## config.mk

```make
export PLATFORM = sky130hd
export DESIGN_NAME = uart_tx_sequencer
export DESIGN_NICKNAME = d
export VERILOG_FILES = /design/src/rtl/uart_tx_pkg.sv /design/src/rtl/uart_baud_gen.sv /design/src/rtl/uart_tx_sequencer.sv
export SDC_FILE = /design/constraint.sdc
export NUM_CORES = 1
export LEC_CHECK = 0
export ABC_AREA = 1
export BUFFER_PORTS_ARGS = -buffer_cell sky130_fd_sc_hd__buf_2
export CAP_MARGIN = 15
export CORE_UTILIZATION = 45
export DETAILED_ROUTE_END_ITERATION = 12
export GPL_TIMING_DRIVEN = 0
export PLACE_DENSITY = 0.67
export SETUP_SLACK_MARGIN = 0.02
export SLEW_MARGIN = 40
export SYNTH_ARGS = -nofsm -noshare
export SYNTH_HDL_FRONTEND = slang
export SYNTH_HIERARCHICAL = 1
export SYNTH_SLANG_ARGS = --single-unit
```

## constraint.sdc

```tcl
create_clock -name DSP_CLK -period 2.4 [get_ports DSP_CLK]
set_input_delay 0.12 -clock DSP_CLK [delete_from_list [all_inputs] [get_ports DSP_CLK]]
set_output_delay 0.12 -clock DSP_CLK [all_outputs]
set_load 0.01 [all_outputs]
```

## src/rtl/uart_tx_pkg.sv

```systemverilog
// Shared types and constants for the UART transmit path.
package uart_tx_pkg;

  typedef enum logic [2:0] {
    ST_IDLE   = 3'd0,
    ST_START  = 3'd1,
    ST_DATA   = 3'd2,
    ST_PARITY = 3'd3,
    ST_STOP   = 3'd4,
    ST_DONE   = 3'd5
  } tx_state_e;

  localparam logic [1:0] DB5 = 2'b00;
  localparam logic [1:0] DB6 = 2'b01;
  localparam logic [1:0] DB7 = 2'b10;
  localparam logic [1:0] DB8 = 2'b11;

  localparam int MIN_DIV = 2;

  // Index of the last data bit (N-1) for a DataBits code.
  function automatic logic [2:0] last_bit_idx(input logic [1:0] db);
    case (db)
      DB5:     return 3'd4;
      DB6:     return 3'd5;
      DB7:     return 3'd6;
      DB8:     return 3'd7;
      default: return 3'd7;
    endcase
  endfunction

endpackage

```

## src/rtl/uart_baud_gen.sv

```systemverilog
// Bit-period down-counter: loads Div-1, ticks on reaching 0 and reloads itself.
module uart_baud_gen
  import uart_tx_pkg::*;
#(
  parameter int DIV_W = 16
) (
  input  logic             clk_i,
  input  logic             rst_i,
  input  logic             load_i,
  input  logic             en_i,
  input  logic [DIV_W-1:0] div_i,
  output logic             bit_tick_o
);

  logic [DIV_W-1:0] cnt_q, cnt_d;

  assign bit_tick_o = en_i && (cnt_q == '0);

  always_comb begin
    cnt_d = cnt_q;
    if (load_i || bit_tick_o) cnt_d = div_i - DIV_W'(1);
    else if (en_i)            cnt_d = cnt_q - DIV_W'(1);
  end

  always_ff @(posedge clk_i or posedge rst_i) begin
    if (rst_i) cnt_q <= '0;
    else       cnt_q <= cnt_d;
  end

endmodule

```

## src/rtl/uart_tx_sequencer.sv

```systemverilog
// UART transmit FSM: serializes a latched byte as start, data, parity, stop,
// then holds TxDone so the FIFO controller can observe the frame end.
module uart_tx_sequencer
  import uart_tx_pkg::*;
#(
  parameter int DIV_W       = 16,
  parameter int DONE_CYCLES = 4
) (
  input  logic             DSP_CLK,
  input  logic             RESET,
  input  logic             TxEn,
  input  logic [DIV_W-1:0] BaudDiv,
  input  logic [1:0]       DataBits,
  input  logic             ParityEn,
  input  logic             ParityOdd,
  input  logic             StopBits2,
  input  logic             TxDataReady,
  input  logic [7:0]       TxData,
  output logic             TxBusy,
  output logic             TxDone,
  output logic             TXD,
  output logic [2:0]       TxState
);

  // One counter serves data bits remaining, stop bits remaining and DONE hold.
  localparam int CNT_W = ($clog2(DONE_CYCLES) > 3) ? $clog2(DONE_CYCLES) : 3;

  tx_state_e        state_q, state_d;
  logic [7:0]       shift_q, shift_d;
  logic [CNT_W-1:0] cnt_q, cnt_d;
  logic [2:0]       nlast_q, nlast_d;
  logic             par_q, par_d;
  logic             pe_q, pe_d;
  logic             s2_q, s2_d;
  logic [DIV_W-1:0] div_q, div_d;
  logic [DIV_W-1:0] eff_div, gen_div;
  logic             load, tick, baud_en;

  assign eff_div = (BaudDiv < DIV_W'(MIN_DIV)) ? DIV_W'(MIN_DIV) : BaudDiv;
  // The latch edge loads straight from the input; later reloads use the latched copy.
  assign gen_div = (state_q == ST_IDLE) ? eff_div : div_q;
  assign baud_en = (state_q == ST_START) || (state_q == ST_DATA) ||
                   (state_q == ST_PARITY) || (state_q == ST_STOP);

  uart_baud_gen #(.DIV_W(DIV_W)) u_baud (
    .clk_i      (DSP_CLK),
    .rst_i      (RESET),
    .load_i     (load),
    .en_i       (baud_en),
    .div_i      (gen_div),
    .bit_tick_o (tick)
  );

  always_comb begin
    state_d = state_q;
    shift_d = shift_q;
    cnt_d   = cnt_q;
    nlast_d = nlast_q;
    par_d   = par_q;
    pe_d    = pe_q;
    s2_d    = s2_q;
    div_d   = div_q;
    load    = 1'b0;
    case (state_q)
      ST_IDLE: if (TxEn && TxDataReady) begin
        state_d = ST_START;
        shift_d = TxData;
        nlast_d = last_bit_idx(DataBits);
        par_d   = ParityOdd;
        pe_d    = ParityEn;
        s2_d    = StopBits2;
        div_d   = eff_div;
        load    = 1'b1;
      end
      ST_START: if (tick) begin
        state_d = ST_DATA;
        cnt_d   = CNT_W'(nlast_q);
      end
      ST_DATA: if (tick) begin
        par_d   = par_q ^ shift_q[0];
        shift_d = {1'b0, shift_q[7:1]};
        if (cnt_q == '0) begin
          if (pe_q) state_d = ST_PARITY;
          else begin
            state_d = ST_STOP;
            cnt_d   = CNT_W'(s2_q);
          end
        end else cnt_d = cnt_q - CNT_W'(1);
      end
      ST_PARITY: if (tick) begin
        state_d = ST_STOP;
        cnt_d   = CNT_W'(s2_q);
      end
      ST_STOP: if (tick) begin
        if (cnt_q == '0) begin
          state_d = ST_DONE;
          cnt_d   = CNT_W'(DONE_CYCLES - 1);
        end else cnt_d = cnt_q - CNT_W'(1);
      end
      ST_DONE: begin
        if (cnt_q == '0) state_d = ST_IDLE;
        else             cnt_d   = cnt_q - CNT_W'(1);
      end
      default: state_d = ST_IDLE;
    endcase
  end

  always_ff @(posedge DSP_CLK or posedge RESET) begin
    if (RESET) begin
      state_q <= ST_IDLE;
      shift_q <= '0;
      cnt_q   <= '0;
      nlast_q <= '0;
      par_q   <= 1'b0;
      pe_q    <= 1'b0;
      s2_q    <= 1'b0;
      div_q   <= '0;
    end else begin
      state_q <= state_d;
      shift_q <= shift_d;
      cnt_q   <= cnt_d;
      nlast_q <= nlast_d;
      par_q   <= par_d;
      pe_q    <= pe_d;
      s2_q    <= s2_d;
      div_q   <= div_d;
    end
  end

  always_comb begin
    TXD = 1'b1;
    case (state_q)
      ST_START:  TXD = 1'b0;
      ST_DATA:   TXD = shift_q[0];
      ST_PARITY: TXD = par_q;
      default:   TXD = 1'b1;
    endcase
  end

  assign TxBusy  = (state_q != ST_IDLE);
  assign TxDone  = (state_q == ST_DONE);
  assign TxState = state_q;

endmodule

```

==> results.py <==
metrics = {
    "power_and_ir_drop": {
        "combPwrFrac_pct": 65.6,
        "internal_power_mw": 3.058,
        "pwr-share-seq_pct": 25.3,
        "static-leakage-power_nw": 2.314,
        "switching_share_pct": 49.11,
        "clockPowerShare_pct": 9.0,
        "power_density_nw_per_um2": 1338,
        "max-vdd-ir-drop_uv": 491.7,
        "power_mw": 6.009,
        "power.net_switching_mw": 2.951,
    },
    "cells_and_area": {
        "fillCellCount": 696,
        "postLayoutCellArea_um2": 4492,
        "fraction_of_layout_instances_using_a_drive_strength_above_1_pct": 27.65,
        "sequential_cell_area_um2": 1303,
        "multi_input_comb_area_um2": 2054,
        "area_growth_pct": 29.37,
        "antenna_cells": 0,
        "fin_nets": 639,
        "final_cell_count_without_fillers": 703,
    },
    "synthesis": {
        "synth_cell_types": 36,
        "synth_top_flop_cell": "dfrtp_1",
        "synth-seq-cells": 52,
        "number_of_enable_type_register_cells_in_the_synthesized_netlist": 0,
        "synthesis.area_per_instance_um2": 6.626,
        "synth_top_area_cell": "dfrtp_1",
        "ys_async_sr_fraction_pct": 100.0,
        "synth_seq_area_share_pct": 37.48,
        "yosysWarnings": 6,
        "synth.net_count": 560,
        "netlist_top_cells_count": "nand2_1, inv_1, dfrtp_1",
        "synth_most_common_cell": "nand2_1",
        "synthesis.area_um2": 3472,
        "netlist_instances": 524,
        "netlist.area_leader.share_pct": 37.48,
        "synthTopCellsByArea": "dfrtp_1, nand2_1, nand3_1",
    },
    "grt": {
        "overflow": 0,
        "antenna_found_initial": 0,
        "grt_max_degree": 20,
        "gr_util_all_layers_pct": 22.77,
        "grt_first_pass_wirelength_um": 15180,
        "number_of_global_route_vias_before_repair": 3281,
    },
    "timing": {
        "post-route-min-period_ps": 2349,
        "timing_hold_violations_final": 0,
        "unrepaired_setup_endpoints_after_global_routing": "yes",
        "slew_headroom_pct": 53.18,
        "timing.final.crit_share_pct": 97.88,
        "worst-slew-pin-transition_ps": 701.5,
        "fmaxAchievable_mhz": 425.7,
        "slew_viol_final": 0,
        "fin_setup_tns_ps": 0,
        "setup_violations": 0,
        "timing.clock.skew_ps": 7.932,
        "fin_hold_ws_ps": 20.67,
    },
    "hold_path": {
        "min_path_type": "input pin to register",
        "min-delay-start": "ParityEn",
    },
    "clocking": {
        "h-tree-depth": 2,
        "numClockSinks": 52,
        "clk-insertion-delay-late_ps": 310,
        "root_buffer": "clkbuf_8",
        "cts_buffers": 5,
        "clockBufferDepth": 2,
        "tritoncts": "built",
        "clk_pin_slew_ps": 100,
    },
    "drt": {
        "drt-wirelength-per-cell_um": 13.66,
        "detail_route.vias_per_cell": 5.202,
        "detailroute.via_count": 3657,
        "drt-initial-drc-count": 263,
        "detailedRoute.firstPassIterationCount": 5,
        "totalWireLength_um": 9603,
        "antenna_violating_nets_left": 0,
        "drc": 0,
    },
    "worst_setup_path": {
        "library_cell_contributing_the_largest_single_delay_on_the_critical_path": "dfrtp_1",
        "cp-start-kind": "register",
        "timing.critical_path.to_type": "register",
        "timing.rr.start": "TxState[1]",
        "path_delay_family": "simple AND/OR/NAND/NOR gates",
        "cp_max_fo": 5,
        "crit_arrival_ps": 2550,
        "critical_path_required_ps": 2600,
        "crit_top_cell": "nand2_1",
        "worstSetupPathType": "register to register",
        "critical_path.startpoint": "TxState[1]",
        "crit_path_cell_trace": "buf_6 > nor2_4 > nand2_4 > nand2_4 > nand3_4 > nor2_4 > nand2_4 > buf_6 > buf_8 > nand3_1 > nand2_2 > inv_2 > nand2_1 > nor2_2 > nand3_1 > nand2_1 > nand2_1 > nand2_1 > nand2_1",
        "critical_path_max_stage_delay_ps": 400,
        "cp_num_buf_inv": 4,
    },
    "placement": {
        "routabilityCongestion": 0.9126,
        "dpl.cell_count": 662,
        "port_buffers": 38,
        "dp.final_hpwl_um": 6363,
        "placed_cell_area_um2": 3815,
    },
    "floorplan": {
        "std_cell_rows": 31,
        "die_h_um": 89.84,
        "coreArea_um2": 7370,
        "io-pin-count": 39,
        "initial_utilization_pct": 47.11,
        "total_die_area_um2": 8071,
        "die_w_um": 89.84,
    },
    "outcome": {
        "run_status": "complete, no violations",
    },
    "job": {
        "max_cap_viol_count": 0,
    },
}
[timing repair]
| item | 4_1_cts | 5_1_grt |
|---|---|---|
| gates cloned | 0 | 2 |
| hold buffers | 1 | 0 |
| setup endpoints to repair | 22 | 18 |
| resized for setup | 27 | 71 |
| pin swaps | 12 | 28 |
| buffers inserted | 11 | 20 |
| hold endpoints to repair | 33 | 0 |
[cells by family (layout without fill, tap and decap cells)]
logic type	after synthesis	in the layout	synth area share (%)
adder cells (fa/ha/maj)	3	3	1.081
flip-flops	52	52	37.48
XOR/XNOR	2	2	0.5046
AND/OR/NAND/NOR	314	314	39.96
AO/OA/AOI/OAI	70	70	10.56
buffers and inverters	83	163	10.41
[power groups by stage]
stage / combinational (mW) / sequential, mW / clock [mW]
floorplan: 2.25 / 1.49 / 0
global placement: 2.84 / 1.52 / 0
detailed placement: 2.89 / 1.53 / 0
CTS: 3.20 / 1.51 / 0.566
global route: 4.36 / 1.57 / 0.590
finish: 3.94 / 1.52 / 0.542
[worst reg2reg max path, cell delays in order, from the launching register on]
cell and delay (ps):
dfrtp_1 400, buf_6 140, nor2_4 110, nand2_4 80, nand2_4 80, nand3_4 90
nor2_4 150, nand2_4 100, buf_6 140, buf_8 130, nand3_1 90, nand2_2 100
inv_2 70, nand2_1 50, nor2_2 150, nand3_1 110, nand2_1 90, nand2_1 50
nand2_1 50, nand2_1 40
[cell type report]
cell class	count	share of cell area, %
Sequential cell	52	29.00
Inverter	64	5.794
Buffer	18	3.398
Tap cell	99	2.758
Timing Repair Buffer	73	11.17
Clock inverter	2	0.3064
Clock buffer	6	1.838
Multi-Input combinational cell	389	45.74
[registers in the layout, indices dropped and copies added, names as in the netlist]
name / count
shift_q: 8
cnt_q: 3
pe_q: 1
nlast_q: 3
div_q: 16
s2_q: 1
par_q: 1
u_baud/cnt_q: 16
TxState: 3
[final timing paths]
path,endpoint,slack (ps),depth (start not counted)
setup reg to reg,u_baud/cnt_q[13],50,19
setup / recovery,u_baud/cnt_q[13],50,19
max in group asynchronous,u_baud/cnt_q[9],1480,3
hold reg to reg,cnt_q[1],490,2
hold / removal,pe_q,20,3
min in group asynchronous,s2_q,370,3
[through the flow]
stage	utilization [%]	worst slack [ps]
after floorplan	-	31.10
after global placement	51.39	-324.6
after detailed placement	51.77	-370.9
after CTS	55.42	10.43
after global routing	60.95	-61.75
final	60.95	50.90
[placed cells by master (no fill, tap or decap), types with 2 or more instances in the layout]
cell type / synthesis / final
nand2_1: 192 / 173
inv_1: 57 / 54
dfrtp_1: 52 / 51
buf_2: 10 / 46
nand3_1: 48 / 41
o21ai_0: 43 / 38
nor2_1: 38 / 31
buf_4: 1 / 31
o21ai_1: 15 / 20
nand2_2: 5 / 14
nand2_4: 2 / 11
nor2_4: 5 / 11
buf_6: 3 / 7
nand4_1: 7 / 7
nand3_4: 1 / 6
nor2_2: 5 / 6
clkbuf_8: 0 / 6
a21oi_1: 5 / 5
inv_2: 6 / 5
nand3b_1: 5 / 5
nand3_2: 2 / 4
inv_4: 0 / 3
buf_8: 1 / 3
inv_6: 0 / 2
or2_2: 2 / 2
ha_1: 3 / 2
a31oi_1: 2 / 2
[metal layers]
metal | vias up | track usage [%] | wire (um)
met3 | 20 | 2.961 | 568
li1 | 1822 | - | -
met5 | - | 0 | 0
met2 | 131 | 36.35 | 4392
met1 | 1684 | 32.54 | 4492
met4 | 0 | 6.011 | 150
Power figures use the tool's default switching activity.
